$ cat config.mk
export PLATFORM = sky130hd
export DESIGN_NAME = mul_iter
export DESIGN_NICKNAME = d
export VERILOG_FILES = /design/src/rtl/mul_iter_pkg.sv /design/src/rtl/fulladder.sv /design/src/rtl/rca_adder.sv /design/src/rtl/mul_iter.sv
export SDC_FILE = /design/constraint.sdc
export NUM_CORES = 1
export LEC_CHECK = 0
export BUFFER_PORTS_ARGS = -buffer_cell sky130_fd_sc_hd__buf_2
export CAP_MARGIN = 5
export CORE_AREA = 2 2 107 150
export CTS_CLUSTER_SIZE = 28
export DETAILED_ROUTE_END_ITERATION = 8
export DIE_AREA = 0 0 109 152
export HOLD_SLACK_MARGIN = 0.08
export PLACE_DENSITY_LB_ADDON = 0.05
export SETUP_SLACK_MARGIN = 0.1
export SLEW_MARGIN = 20
export SYNTH_ARGS = -nofsm -noshare
export SYNTH_HDL_FRONTEND = slang
export SYNTH_HIERARCHICAL = 1
export SYNTH_SLANG_ARGS = --single-unit
$ cat constraint.sdc
create_clock -name clk -period 19.7 [get_ports clk]
set_clock_uncertainty 0.1 [all_clocks]
set_input_delay 0.985 -clock clk [delete_from_list [all_inputs] [get_ports clk]]
set_output_delay 0.985 -clock clk [all_outputs]
set_load 0.02 [all_outputs]
$ cat src/rtl/mul_iter_pkg.sv
// ============================================================================
// mul_iter_pkg : shared op and state encodings for the iterative multiplier
// Rev 1.0
// ============================================================================
`default_nettype none

package mul_iter_pkg;

  localparam logic [1:0] OP_MUL    = 2'b00;
  localparam logic [1:0] OP_MULH   = 2'b01;
  localparam logic [1:0] OP_MULHSU = 2'b10;
  localparam logic [1:0] OP_MULHU  = 2'b11;

  typedef enum logic [1:0] {
    S_IDLE = 2'd0,
    S_CALC = 2'd1,
    S_FIX  = 2'd2,
    S_DONE = 2'd3
  } state_e;

endpackage : mul_iter_pkg

`default_nettype wire

$ cat src/rtl/fulladder.sv
// ============================================================================
// fulladder : single-bit full adder cell
// Rev 1.0
// ============================================================================
`default_nettype none

module fulladder (
  input  logic a,
  input  logic b,
  input  logic cin,
  output logic sum,
  output logic cout
);

  assign sum  = a ^ b ^ cin;
  assign cout = (a & b) | (cin & (a ^ b));

endmodule : fulladder

`default_nettype wire

$ cat src/rtl/rca_adder.sv
// ============================================================================
// rca_adder : XLEN-bit ripple-carry adder built from a chain of fulladders
// Rev 1.0
// ============================================================================
`default_nettype none

module rca_adder #(
  parameter int XLEN = 32
) (
  input  logic [XLEN-1:0] a,
  input  logic [XLEN-1:0] b,
  input  logic            cin,
  output logic [XLEN-1:0] sum,
  output logic            cout
);

  logic [XLEN:0] w_carry;

  assign w_carry[0] = cin;

  generate
    for (genvar i = 0; i < XLEN; i++) begin : g_fa
      fulladder u_fa (
        .a    (a[i]),
        .b    (b[i]),
        .cin  (w_carry[i]),
        .sum  (sum[i]),
        .cout (w_carry[i+1])
      );
    end
  endgenerate

  assign cout = w_carry[XLEN];

endmodule : rca_adder

`default_nettype wire

$ cat src/rtl/mul_iter.sv
// ============================================================================
// mul_iter : iterative shift-and-add RV32M multiplier (MUL/MULH/MULHSU/MULHU),
//            one partial product per clock, sign fix-up in a final cycle
// Rev 1.0
// ============================================================================
`default_nettype none

module mul_iter
  import mul_iter_pkg::*;
#(
  parameter int XLEN = 32
) (
  input  logic            clk,
  input  logic            rst_n,
  input  logic            start,
  input  logic [1:0]      op,
  input  logic [XLEN-1:0] rs1,
  input  logic [XLEN-1:0] rs2,
  output logic            busy,
  output logic            done,
  output logic [XLEN-1:0] result
);

  localparam int CNT_W = $clog2(XLEN) + 1;

  state_e            state_q, state_d;
  logic [1:0]        op_q, op_d;
  logic              neg_q, neg_d;
  logic [XLEN-1:0]   mcand_q, mcand_d;
  logic [XLEN-1:0]   hi_q, hi_d;
  logic [XLEN-1:0]   lo_q, lo_d;
  logic [CNT_W-1:0]  cnt_q, cnt_d;
  logic [XLEN-1:0]   result_q, result_d;

  logic              w_s1, w_s2;
  logic [XLEN-1:0]   w_add_b;
  logic [XLEN-1:0]   w_sum;
  logic              w_cout;
  logic [2*XLEN-1:0] w_acc;
  logic [2*XLEN-1:0] w_prod;

  // Only the signed-operand forms look at the sign bits.
  assign w_s1 = rs1[XLEN-1] & ((op == OP_MULH) | (op == OP_MULHSU));
  assign w_s2 = rs2[XLEN-1] & (op == OP_MULH);

  assign w_add_b = lo_q[0] ? mcand_q : '0;

  rca_adder #(
    .XLEN (XLEN)
  ) u_adder (
    .a    (hi_q),
    .b    (w_add_b),
    .cin  (1'b0),
    .sum  (w_sum),
    .cout (w_cout)
  );

  assign w_acc  = {hi_q, lo_q};
  assign w_prod = neg_q ? (~w_acc + (2*XLEN)'(1)) : w_acc;

  always_comb begin
    state_d  = state_q;
    op_d     = op_q;
    neg_d    = neg_q;
    mcand_d  = mcand_q;
    hi_d     = hi_q;
    lo_d     = lo_q;
    cnt_d    = cnt_q;
    result_d = result_q;

    unique case (state_q)
      S_IDLE: begin
        if (start) begin
          op_d    = op;
          neg_d   = w_s1 ^ w_s2;
          mcand_d = w_s1 ? (~rs1 + XLEN'(1)) : rs1;
          hi_d    = '0;
          lo_d    = w_s2 ? (~rs2 + XLEN'(1)) : rs2;
          cnt_d   = '0;
          state_d = S_CALC;
        end
      end
      S_CALC: begin
        // Adder carry-out becomes the new top bit as the pair shifts right.
        {hi_d, lo_d} = {w_cout, w_sum, lo_q[XLEN-1:1]};
        cnt_d        = cnt_q + CNT_W'(1);
        if (cnt_q == CNT_W'(XLEN - 1)) begin
          state_d = S_FIX;
        end
      end
      S_FIX: begin
        result_d = (op_q == OP_MUL) ? w_prod[XLEN-1:0] : w_prod[2*XLEN-1:XLEN];
        state_d  = S_DONE;
      end
      S_DONE: begin
        state_d = S_IDLE;
      end
      default: begin
        state_d = S_IDLE;
      end
    endcase
  end

  always_ff @(posedge clk or negedge rst_n) begin
    if (!rst_n) begin
      state_q  <= S_IDLE;
      op_q     <= OP_MUL;
      neg_q    <= 1'b0;
      mcand_q  <= '0;
      hi_q     <= '0;
      lo_q     <= '0;
      cnt_q    <= '0;
      result_q <= '0;
    end else begin
      state_q  <= state_d;
      op_q     <= op_d;
      neg_q    <= neg_d;
      mcand_q  <= mcand_d;
      hi_q     <= hi_d;
      lo_q     <= lo_d;
      cnt_q    <= cnt_d;
      result_q <= result_d;
    end
  end

  assign busy   = (state_q == S_CALC) || (state_q == S_FIX);
  assign done   = (state_q == S_DONE);
  assign result = result_q;

endmodule : mul_iter

`default_nettype wire

==> Word-level counts from Yosys, hierarchy flattened <==
Index checks and enable logic that the tools add are counted.
{ "op_classes": {"n_mul": 0, "n_shift": 0, "eq_ne": 8, "magnitude_cmp": 0, "n_div": 0, "n_addsub": 4, "muxes": 14, "bitwise_logic": 164, "n_reduce_logical": 7} }
{ "ops": {"columns": ["cell", "count"], "rows": [
  ["two-way mux 32 bit", 6],
  ["case mux 32 bit (2 select lines)", 2],
  ["AND 1 bit", 65],
  ["adder 32 x 1 -> 32 bit (second input constant)", 2],
  ["adder 64 x 1 -> 64 bit (second input constant)", 1],
  ["two-way mux 64 bit", 1],
  ["NOT 32 bit", 2],
  ["NOT 64 bit", 1],
  ["XOR 1 bit", 64],
  ["OR 1 bit", 32],
  ["case mux 6 bit (2 select lines)", 1],
  ["case mux 2 bit (4 select lines)", 1],
  ["adder 6 x 1 -> 6 bit (second input constant)", 1],
  ["== test 2 bit (second input constant)", 3],
  ["== test 6 x 5 -> 1 bit (second input constant)", 1],
  ["two-way mux 6 bit", 1],
  ["AND reduction 2 bit", 3],
  ["== test 2 x 1 -> 1 bit (second input constant)", 2],
  ["logical NOT 2 bit", 2],
  ["two-way mux 2 bit", 2],
  ["inequality test 2 bit (second input constant)", 2],
  ["nonzero test 2 bit", 1],
  ["logical OR 1 bit", 1]
]} }
{ "totals": {"ramBits": 0, "romBits": 0, "latchBits": 0, "reg_bits": 139, "elab_cells": 205, "inputBits": 69, "out_inout_bits": 34, "n_memories": 0} }

==> Logic depth before layout (Yosys ltp) <==
Gate-level depths: netlist of run 1.
{ "depth": {"ltp_word": 65, "depth_mapped": 34, "ltp_nobuf": 34} }

==> Modules after synthesis <==
Netlist of run 1, hierarchy kept.
{ "modules_own_cells": {"columns": ["mod", "n_inst", "cells_each", "area_per_inst_um2", "seq_area_each_um2"], "rows": [
  ["mul_iter", 1, 1054, 9067.4, 3478.3],
  ["fulladder", 32, 1, 20.0, 0.0]
]} }

==> Worst setup path after synthesis of run 1 <==
Ideal clock, no wire load.
{ "synth_path": {"kind": "register -> register", "startpoint": "register lo_q[0]", "endpoint": "register hi_q[30]", "setup_ns": 0.121, "t_required_ns": 19.479, "path_slack_ns": 6.502, "stages_incl_launch_ff": 35, "arrival_ns": 12.977, "period_less_slack_ns": 13.198, "n_path_buf": 0, "path_cell_list": "dfrtp_1 and2_1 fa_1 fa_1 fa_1 fa_1 fa_1 fa_1 fa_1 fa_1 fa_1 fa_1 fa_1 fa_1 fa_1 fa_1 fa_1 fa_1 fa_1 fa_1 fa_1 fa_1 fa_1 fa_1 fa_1 fa_1 fa_1 fa_1 fa_1 fa_1 fa_1 fa_1 fa_1 fa_1 a22o_1"} }
{ "synth_via": {"elab_chain_len": 64, "word_cells_on_any_way": 125, "classes_between": "mux (2); bitwise (123)"} }
{ "synth_rtl": {"columns": ["item", "line", "source"], "rows": [
  ["start: declaration", "mul_iter.sv:31", "logic [XLEN-1:0] lo_q, lo_d;"],
  ["start signal: assignment", "mul_iter.sv:120", "lo_q <= lo_d;"],
  ["two-way mux 32 bit", "mul_iter.sv:46", "assign w_add_b = lo_q[0] ? mcand_q : '0;"],
  ["net w_add_b[0]", "mul_iter.sv:36", "logic [XLEN-1:0] w_add_b;"],
  ["AND 1 bit", "fulladder.sv:16", "assign cout = (a & b) | (cin & (a ^ b));"],
  ["net u_adder.w_carry[1]", "rca_adder.sv:17", "logic [XLEN:0] w_carry;"],
  ["AND 1 bit", "fulladder.sv:16", null],
  ["OR 1 bit", "fulladder.sv:16", null],
  ["net u_adder.w_carry[2]", "rca_adder.sv:17", null],
  ["AND 1 bit", "fulladder.sv:16", null],
  ["(+1 left out)", null, null],
  ["net u_adder.w_carry[3]", "rca_adder.sv:17", null],
  ["(+2 left out)", null, null],
  ["net u_adder.w_carry[4]", "rca_adder.sv:17", null],
  ["(+2 left out)", null, null],
  ["net u_adder.w_carry[5]", "rca_adder.sv:17", null],
  ["(+2 left out)", null, null],
  ["net u_adder.w_carry[6]", "rca_adder.sv:17", null],
  ["(+2 left out)", null, null],
  ["net u_adder.w_carry[7]", "rca_adder.sv:17", null],
  ["(+2 left out)", null, null],
  ["net u_adder.w_carry[8]", "rca_adder.sv:17", null],
  ["(+2 left out)", null, null],
  ["net u_adder.w_carry[9]", "rca_adder.sv:17", null],
  ["(+2 left out)", null, null],
  ["net u_adder.w_carry[10]", "rca_adder.sv:17", null],
  ["(+2 left out)", null, null],
  ["net u_adder.w_carry[11]", "rca_adder.sv:17", null],
  ["(+2 left out)", null, null],
  ["net u_adder.w_carry[12]", "rca_adder.sv:17", null],
  ["(+2 left out)", null, null],
  ["net u_adder.w_carry[13]", "rca_adder.sv:17", null],
  ["(+2 left out)", null, null],
  ["net u_adder.w_carry[14]", "rca_adder.sv:17", null],
  ["(+2 left out)", null, null],
  ["net u_adder.w_carry[15]", "rca_adder.sv:17", null],
  ["(+2 left out)", null, null],
  ["net u_adder.w_carry[16]", "rca_adder.sv:17", null],
  ["(+2 left out)", null, null],
  ["net u_adder.w_carry[17]", "rca_adder.sv:17", null],
  ["(+2 left out)", null, null],
  ["net u_adder.w_carry[18]", "rca_adder.sv:17", null],
  ["(+2 left out)", null, null],
  ["net u_adder.w_carry[19]", "rca_adder.sv:17", null],
  ["(+2 left out)", null, null],
  ["net u_adder.w_carry[20]", "rca_adder.sv:17", null],
  ["(+2 left out)", null, null],
  ["net u_adder.w_carry[21]", "rca_adder.sv:17", null],
  ["(+2 left out)", null, null],
  ["net u_adder.w_carry[22]", "rca_adder.sv:17", null],
  ["(+2 left out)", null, null],
  ["net u_adder.w_carry[23]", "rca_adder.sv:17", null],
  ["(+2 left out)", null, null],
  ["net u_adder.w_carry[24]", "rca_adder.sv:17", null],
  ["(+2 left out)", null, null],
  ["net u_adder.w_carry[25]", "rca_adder.sv:17", null],
  ["(+2 left out)", null, null],
  ["net u_adder.w_carry[26]", "rca_adder.sv:17", null],
  ["(+2 left out)", null, null],
  ["net u_adder.w_carry[27]", "rca_adder.sv:17", null],
  ["(+2 left out)", null, null],
  ["net u_adder.w_carry[28]", "rca_adder.sv:17", null],
  ["(+2 left out)", null, null],
  ["net u_adder.w_carry[29]", "rca_adder.sv:17", null],
  ["(+1 left out)", null, null],
  ["OR 1 bit", "fulladder.sv:16", null],
  ["net u_adder.w_carry[30]", "rca_adder.sv:17", null],
  ["AND 1 bit", "fulladder.sv:16", null],
  ["OR 1 bit", "fulladder.sv:16", null],
  ["net u_adder.w_carry[31]", "rca_adder.sv:17", null],
  ["XOR 1 bit", "fulladder.sv:15", "assign sum = a ^ b ^ cin;"],
  ["net w_sum[31]", "mul_iter.sv:37", "logic [XLEN-1:0] w_sum;"],
  ["case mux 32 bit (2 select lines)", "mul_iter.sv:71", "unique case (state_q)"],
  ["end signal: assignment", "mul_iter.sv:119", "hi_q <= hi_d;"],
  ["end: declaration", "mul_iter.sv:30", "logic [XLEN-1:0] hi_q, hi_d;"]
]} }
The timed path passes the listed nets, and every way through them passes these cells.
A chain may end at the register's enable or synchronous reset.

==> Worst setup path after layout of run 1 <==
Ends and elaborated chain as after synthesis.

==> results of run 1 <==
-- cells by family after synthesis --
group / share of synthesized area (%)
compound gates: 20.2
xor+xnor: 8.84
fa+ha+maj: 7.76
buf+inv: 4.18
flops: 35.8
mux: 2.31
other cells: 0.0386
simple gates: 20.9
-- per-layer routing --
layer,GRT usage [%],vias up,wire length (um)
met3,4.25,79,1440
met4,18.6,0,1430
met2,53.7,325,13100
met1,41.5,4155,10100
met5,0,-,0
li1,-,4058,-
-- critical path: cells and delay by family, from the launching register on --
kind            cells  cell delay [ns]
flops               1             0.71
simple gates        1             0.32
compound gates      1             0.20
fa+ha+maj          32            12.71
-- report_power, final --
group          switching, W  leakage [nW]  internal (W)
Combinational      0.000507          2.59      0.000318
Sequential         0.000151          1.73      0.000412
Clock              0.000123         0.317      0.000231
-- registers in the layout, summed over array words and instances (netlist names) --
register and count:
result 32, neg_q 1, mcand_q 32, state_q 2, op_q 2, cnt_q 6, hi_q 32, lo_q 32
-- through the flow --
stage / setup slack, ns / power, W / cells / utilization, %
floorplan: 6.50 / 0.00113 / 1086 / -
global placement: 5.64 / 0.00135 / 1322 / 67.0
detailed placement: 5.54 / 0.00137 / 1322 / 67.0
CTS: 5.49 / 0.00173 / 1354 / 71.2
global route: 4.96 / 0.00186 / 1354 / 71.2
finish: 5.52 / 0.00174 / 1354 / 71.2
-- cell usage after synthesis (15+ instances only) --
cell type,n
a21oi_1,54
o21ai_0,103
or3_1,34
nand3_1,24
clkbuf_1,62
or4_1,18
xnor2_1,56
inv_1,28
dfrtp_1,139
fa_1,32
nor2_1,71
xor2_1,42
nand2_1,84
mux2i_1,19
a31oi_1,15
nor3_1,26
o31ai_1,19
and2_1,37
o22ai_1,17
nand4_1,17
a22o_1,32
-- area by class of cell --
| type | count | share of cell area, % |
|---|---|---|
| multi-input cells | 843 | 53.3 |
| inverters | 29 | 0.996 |
| well taps | 196 | 2.24 |
| clock buffers | 21 | 4.21 |
| flip-flops and latches | 139 | 31.8 |
| repair buffers | 115 | 5.62 |
| clock inverters | 11 | 1.74 |
-- worst paths after layout --
| check | startpoint | to | slack, ns | cells past startpoint |
|---|---|---|---|---|
| max | lo_q[0] | hi_q[30] | 5.52 | 34 |
| min | mcand_q[12] | mcand_q[12] | 0.37 | 2 |
| max reg2reg | lo_q[0] | hi_q[30] | 5.52 | 34 |
| min reg2reg | mcand_q[12] | mcand_q[12] | 0.37 | 2 |
| max in group asynchronous | rst_n | neg_q | 17.70 | 2 |
| min in group asynchronous | rst_n | cnt_q[2] | 0.43 | 1 |
==> results.toml, run 1 <==
[drt]
totalWireLength_um = 26100
drtIter0Drc = 707
wl_per_cell_um = 19.3
vias = 8617
antenna_left = 0
drt_first_pass_iters = 5
drc = 0
vias_per_cell = 6.36

[floorplan]
dieArea_sq_um = 16600
die_y_um = 152
core_region_area_sq_um = 15300
row_count = 54
pin_count = 103
die_x_um = 109
start_util_pct = 63.3

[grt]
grt_first_pass_wirelength_um = 42400
grt_max_degree = 73
globalRouteTotalUtil_pct = 32.9
grt_pass1_vias = 8364
antenna_found_initial = 0
grt_overflow_total = 0

[sta]
tightest_slew_ns = 1.12
timing.final.crit_period_ns = 14.18
period_share_pct = 72.0
hold_ws_ns = 0.370
slew_headroom_pct = 24.5
slew_viol_final = 0
final.setup.tns_ns = 0
rsz0062_at_grt = "false"
clock.fmax_mhz = 70.5
setup_viol = 0
hold_violations = 0

[clock_tree]
cts_root_buf = "clkbuf_16"
cts_buffer_depth = 2
clk_latency_ns = 0.43
cts-resized-gates = 0
hold_buffers = 0
post_cts_buffers = 0
cts_sinks = 139
cts_tree = "built"
cts_made_buffers = 17
clkTransAtPathRegs_ns = 0.06
cts_max_level = 4

[synthesis]
avgSynthCellArea_sq_um = 8.94
ys.warnings.count = 6
syn_nets = 1196
synth_area_leaders = "dfrtp_1, fa_1, o21ai_0, xnor2_1, xor2_1"
synth-main-ff-cell = "dfrtp_1"
postSynthCellCount = 1086
synth_edf_count = 0
synth_seq_cells = 139
async_reset_ff_share_pct = 100
ys_types = 67
synth.cell_area_sq_um = 9710
post-synth-top-area-cell = "dfrtp_1"
synth.top_cell.area_share_pct = 35.8
seq_area_frac_synth_pct = 35.8

[layout]
final_nets = 1255
multi_input_area_sq_um = 5830
fillers = 1284
n_antenna_cell = 0
seqCellArea_sq_um = 3480
final_cell_mix = "dfrtp_1, o21ai_0, buf_2, nand2_1, nor2_1"
stdcell_area_sq_um = 10900
drive_gt1_share_pct = 14.9
syn_to_final_growth_pct = 12.6
layout_commonest_cell = "dfrtp_1"

[power]
ir_drop_mv = 0.0810
p_per_area_nw_per_um2 = 159
p_leak_nw = 4.64

[place]
place_congestion = 0.990
io_buffers = 102
place_area_sq_um = 10300
detailed_place_hpwl_um = 19000

[critical_path]
cp.required_ns = 19.92
worstPathMaxFanout = 36
arrival_ns = 14.40
cp-end-kind = "flip-flop"
slowest_stage = "dfrtp_1"
crit_type = "reg2reg"
critPathLaunchType = "flip-flop"
cp_slowest_stage_delay_ns = 0.71
cp_common_cell = "fa_1"

[min_path]
hold_path_class = "reg2reg"

[flow_run]
drv_cap = 0

[status]
outcome = "complete, no violations"
Power figures use the tool's default switching activity.
==> run 2, diff against run 1 <==
--- a/config.mk
+++ b/config.mk
@@ -7,10 +7,10 @@
 export LEC_CHECK = 0
 export BUFFER_PORTS_ARGS = -buffer_cell sky130_fd_sc_hd__buf_2
 export CAP_MARGIN = 5
-export CORE_AREA = 2 2 107 150
+export CORE_AREA = 2 2 117 164
 export CTS_CLUSTER_SIZE = 28
 export DETAILED_ROUTE_END_ITERATION = 8
-export DIE_AREA = 0 0 109 152
+export DIE_AREA = 0 0 119 166
 export HOLD_SLACK_MARGIN = 0.08
 export PLACE_DENSITY_LB_ADDON = 0.05
 export SETUP_SLACK_MARGIN = 0.1
==> constraint.sdc (replaced) <==
create_clock -name clk -period 11.8 [get_ports clk]
set_clock_uncertainty 0.1 [all_clocks]
set_input_delay 0.59 -clock clk [delete_from_list [all_inputs] [get_ports clk]]
set_output_delay 0.59 -clock clk [all_outputs]
set_load 0.02 [all_outputs]
==> results.toml, run 2 (synthesis results as in run 1) <==
[drt]
vias = 8467
vias_per_cell = 6.02
antenna_left = 0
drtIter0Drc = 536
drc = 0
wl_per_cell_um = 19.0
drt_first_pass_iters = 5
totalWireLength_um = 26800

[sta]
timing.final.crit_period_ns = 12.23
period_share_pct = 104
slew_headroom_pct = 43.5
hold_ws_ns = 0.0856
slew_viol_final = 0
tightest_slew_ns = 0.844
final.setup.tns_ns = -0.820
clock.fmax_mhz = 81.8
hold_violations = 0
final.setup.worst_slack_ns = -0.425
setup_viol = 3
rsz0062_at_grt = "true"

[clock_tree]
cts_max_level = 4
cts_tree = "built"
cts_root_buf = "clkbuf_16"
cts_made_buffers = 17
hold_buffers = 0
cts_buffer_depth = 2
clk_latency_ns = 0.43
cts_sinks = 139
clkTransAtPathRegs_ns = 0.06

[status]
outcome = "finished with violations"
violations = "negative setup slack"

[grt]
antenna_found_initial = 0
grt_pass1_vias = 8153
grt_overflow_total = 0
globalRouteTotalUtil_pct = 27.9
grt_first_pass_wirelength_um = 43300
grt_max_degree = 76

[critical_path]
worstPathMaxFanout = 2
crit_type = "reg2reg"
arrival_ns = 12.44
cp-end-kind = "flip-flop"
startpoint = "mcand_q[0]"
cp_common_cell = "fa_2"
critPathLaunchType = "flip-flop"
cp_slowest_stage_delay_ns = 0.40
cp.required_ns = 12.02
cp_top_family = "adder cells"
slowest_stage = "fa_2"
critPathBufInv = 0
r2r-start = "mcand_q[0]"

[layout]
n_antenna_cell = 0
final_nets = 1260
final_cell_mix = "dfrtp_1, o21ai_0, buf_2, nand2_1, nor2_1"
drive_gt1_share_pct = 18.3
syn_to_final_growth_pct = 14.7
stdcell_area_sq_um = 11100
layout_commonest_cell = "dfrtp_1"

[floorplan]
core_region_area_sq_um = 18400
die_x_um = 119
dieArea_sq_um = 19800
pin_count = 103
start_util_pct = 52.8
die_y_um = 166
row_count = 59

[min_path]
hold_path_class = "in2async"

[place]
io_buffers = 102
place_congestion = 0.918
detailed_place_hpwl_um = 19700
place_area_sq_um = 10400

[power]
p_per_area_nw_per_um2 = 265
ir_drop_mv = 0.111
p_leak_nw = 4.61
finalPower_w = 0.00295

[flow_run]
drv_cap = 0
run 2: cell count changes in the layout (fill, tap and decap cells not counted), moves of 2 or more:
cell	before	now
clkinv_4	1	3
clkbuf_8	2	4
fa_1	32	0
buf_4	13	18
fa_2	0	32
run 2: power by group:
group / internal, W / switching, W
logic: 0.000551 / 0.000865
clock network: 0.000398 / 0.000203
registers: 0.000688 / 0.000242
total: 0.00164 / 0.00131
run 2: stage by stage:
step | utilization [%] | cells | setup slack, ns
after floorplan | - | 1086 | -0.138
after global placement | 56.8 | 1374 | -0.352
after detailed placement | 56.8 | 1374 | -0.384
after CTS | 60.5 | 1406 | -0.417
after global routing | 60.6 | 1407 | -0.639
final | 60.6 | 1407 | -0.425
run 2: timing repair:
action	CTS	global route
gates resized for setup	0	0
buffers inserted	0	1
pin swaps	1	3
setup endpoints to repair	3	4
run 2: worst paths after layout:
check                                   end  slack (ns)  depth (start not counted)
worst max-delay path               hi_q[30]       -0.43                         34
worst min-delay path               hi_q[31]        0.09                          1
worst max register to register     hi_q[30]       -0.43                         34
worst min register to register  mcand_q[18]        0.37                          2
max in group asynchronous             neg_q       10.17                          2
min in group clk                    op_q[0]        0.32                          2
run 2: layout make-up:
cell class	instances	area (sq um)
multi-input combinational	843	5920
tap	244	305
clock inverter	10	186
timing repair buffer	120	652
fill	1652	7250
inverter	29	109
clock buffer	22	484
sequential	139	3480
run 2: routing by layer:
| metal | wire length (um) | vias up | track usage (%) |
|---|---|---|---|
| met1 | 10800 | 4038 | 34.7 |
| met2 | 13100 | 276 | 45.8 |
| met4 | 1640 | 0 | 17.1 |
| li1 | - | 4072 | - |
| met3 | 1250 | 81 | 3.88 |
| met5 | 0 | - | 0 |
==> run 3, diff against run 2 <==
--- a/config.mk
+++ b/config.mk
@@ -14,6 +14,7 @@
 export HOLD_SLACK_MARGIN = 0.08
 export PLACE_DENSITY_LB_ADDON = 0.05
 export SETUP_SLACK_MARGIN = 0.1
+export SKIP_CTS_REPAIR_TIMING = 1
 export SLEW_MARGIN = 20
 export SYNTH_ARGS = -nofsm -noshare
 export SYNTH_HDL_FRONTEND = slang
==> results.toml, run 3 (synthesis results as in run 1) <==
[drt]
vias_per_cell = 6.02
vias = 8467
drtIter0Drc = 536
drc = 0
totalWireLength_um = 26800
wl_per_cell_um = 19.0
drt_first_pass_iters = 5
antenna_left = 0

[critical_path]
slowest_stage = "fa_2"
reg2reg_to = "hi_q[30]"
cp.required_ns = 12.02
cp-end-kind = "flip-flop"
arrival_ns = 12.44
critPathLaunchType = "flip-flop"
r2r-start = "mcand_q[0]"
rrSetupSlack_ns = -0.43
worstPathMaxFanout = 2
crit_type = "reg2reg"
r2r_cells = 34
cp_common_cell = "fa_2"
cp_slowest_stage_delay_ns = 0.40

[power]
internal_power_w = 0.00164
pwr-share-clk_pct = 20.4
p_leak_nw = 4.61
p_per_area_nw_per_um2 = 265
p_switching_w = 0.00131
sw_frac_of_total_pct = 44.5
ir_drop_mv = 0.111
p_comb_share_pct = 48.1
seq_power_share_pct = 31.5
finalPower_w = 0.00295

[sta]
setup_viol = 3
final.setup.tns_ns = -0.820
slew_viol_final = 0
clock.fmax_mhz = 81.8
tightest_slew_ns = 0.844
final.setup.worst_slack_ns = -0.425
slew_headroom_pct = 43.5
hold_violations = 0
timing.final.crit_period_ns = 12.23
rsz0062_at_grt = "true"
period_share_pct = 104

[floorplan]
row_count = 59
pin_count = 103
dieArea_sq_um = 19800
die_y_um = 166
core_region_area_sq_um = 18400
start_util_pct = 52.8
die_x_um = 119

[layout]
stdcell_area_sq_um = 11100
layout.core_utilization_pct = 60.6
fin_cells = 1407
drive_gt1_share_pct = 18.3
final_cell_mix = "dfrtp_1, o21ai_0, buf_2, nand2_1, nor2_1"
fillers = 1652
final_nets = 1260
syn_to_final_growth_pct = 14.7
n_antenna_cell = 0
layout_commonest_cell = "dfrtp_1"

[grt]
grt_max_degree = 76
grt_overflow_total = 0
grt_first_pass_wirelength_um = 43300
antenna_found_initial = 0
grt_pass1_vias = 8153
globalRouteTotalUtil_pct = 27.9

[place]
io_buffers = 102
place_congestion = 0.918
place_area_sq_um = 10400
place_inst = 1374
detailed_place_hpwl_um = 19700

[clock_tree]
cts_tree = "built"
cts_root_buf = "clkbuf_16"
clk_latency_ns = 0.43
cts_max_level = 4
cts_buffer_depth = 2
cts_made_buffers = 17
clkTransAtPathRegs_ns = 0.06
cts_sinks = 139

[status]
violations = "negative setup slack"
outcome = "finished with violations"

[flow_run]
drv_cap = 0

[min_path]
hold_path_class = "in2async"
run 3: cell type report:
cell class / count / area [sq um] / share of cell area [%]
Timing Repair Buffer: 120 / 652 / 5.86
Inverter: 29 / 109 / 0.978
Multi-Input combinational cell: 843 / 5920 / 53.1
Clock buffer: 22 / 484 / 4.35
Tap cell: 244 / 305 / 2.74
Clock inverter: 10 / 186 / 1.67
Sequential cell: 139 / 3480 / 31.3
run 3: routing by layer:
layer / global-route usage (%) / wire length (um)
met4: 17.1 / 1640
met3: 3.88 / 1250
met5: 0 / 0
met2: 45.8 / 13100
met1: 34.7 / 10800
run 3: worst max-delay path by stage:
| stage | cells past startpoint | slack [ns] | start | end |
|---|---|---|---|---|
| finish | 34 | -0.43 | mcand_q[0] | hi_q[30] |
| CTS | 34 | -0.42 | mcand_q[0] | hi_q[30] |
| floorplan | 34 | -0.14 | lo_q[0] | hi_q[30] |
| global placement | 34 | -0.35 | mcand_q[0] | hi_q[30] |
| detailed placement | 34 | -0.38 | mcand_q[0] | hi_q[30] |
| global route | 34 | -0.64 | mcand_q[0] | hi_q[30] |
run 3: metrics by stage:
step | hold WS [ns] | setup slack, ns
floorplan | 0.194 | -0.138
finish | 0.0856 | -0.425
global route | 0.149 | -0.639
detailed placement | 0.363 | -0.384
CTS | 0.107 | -0.417
global placement | 0.354 | -0.352
run 3: power groups by stage:
| stage | Sequential, W | Combinational [W] | Clock [W] |
|---|---|---|---|
| final | 0.000930 | 0.00142 | 0.000601 |
| after global routing | 0.000961 | 0.00157 | 0.000632 |
| after CTS | 0.000926 | 0.00141 | 0.000611 |
| after detailed placement | 0.000931 | 0.00141 | 0 |
| after global placement | 0.000924 | 0.00139 | 0 |
| after floorplan | 0.000913 | 0.000988 | 0 |
run 3: worst max-delay path, delay by kind of cell, from the launching register on:
| family | cells | cell delay (ns) |
|---|---|---|
| adders and majority gates | 32 | 11.24 |
| DFF | 1 | 0.38 |
| AOI/OAI and AO/OA | 1 | 0.20 |
| and+or+nand+nor | 1 | 0.16 |
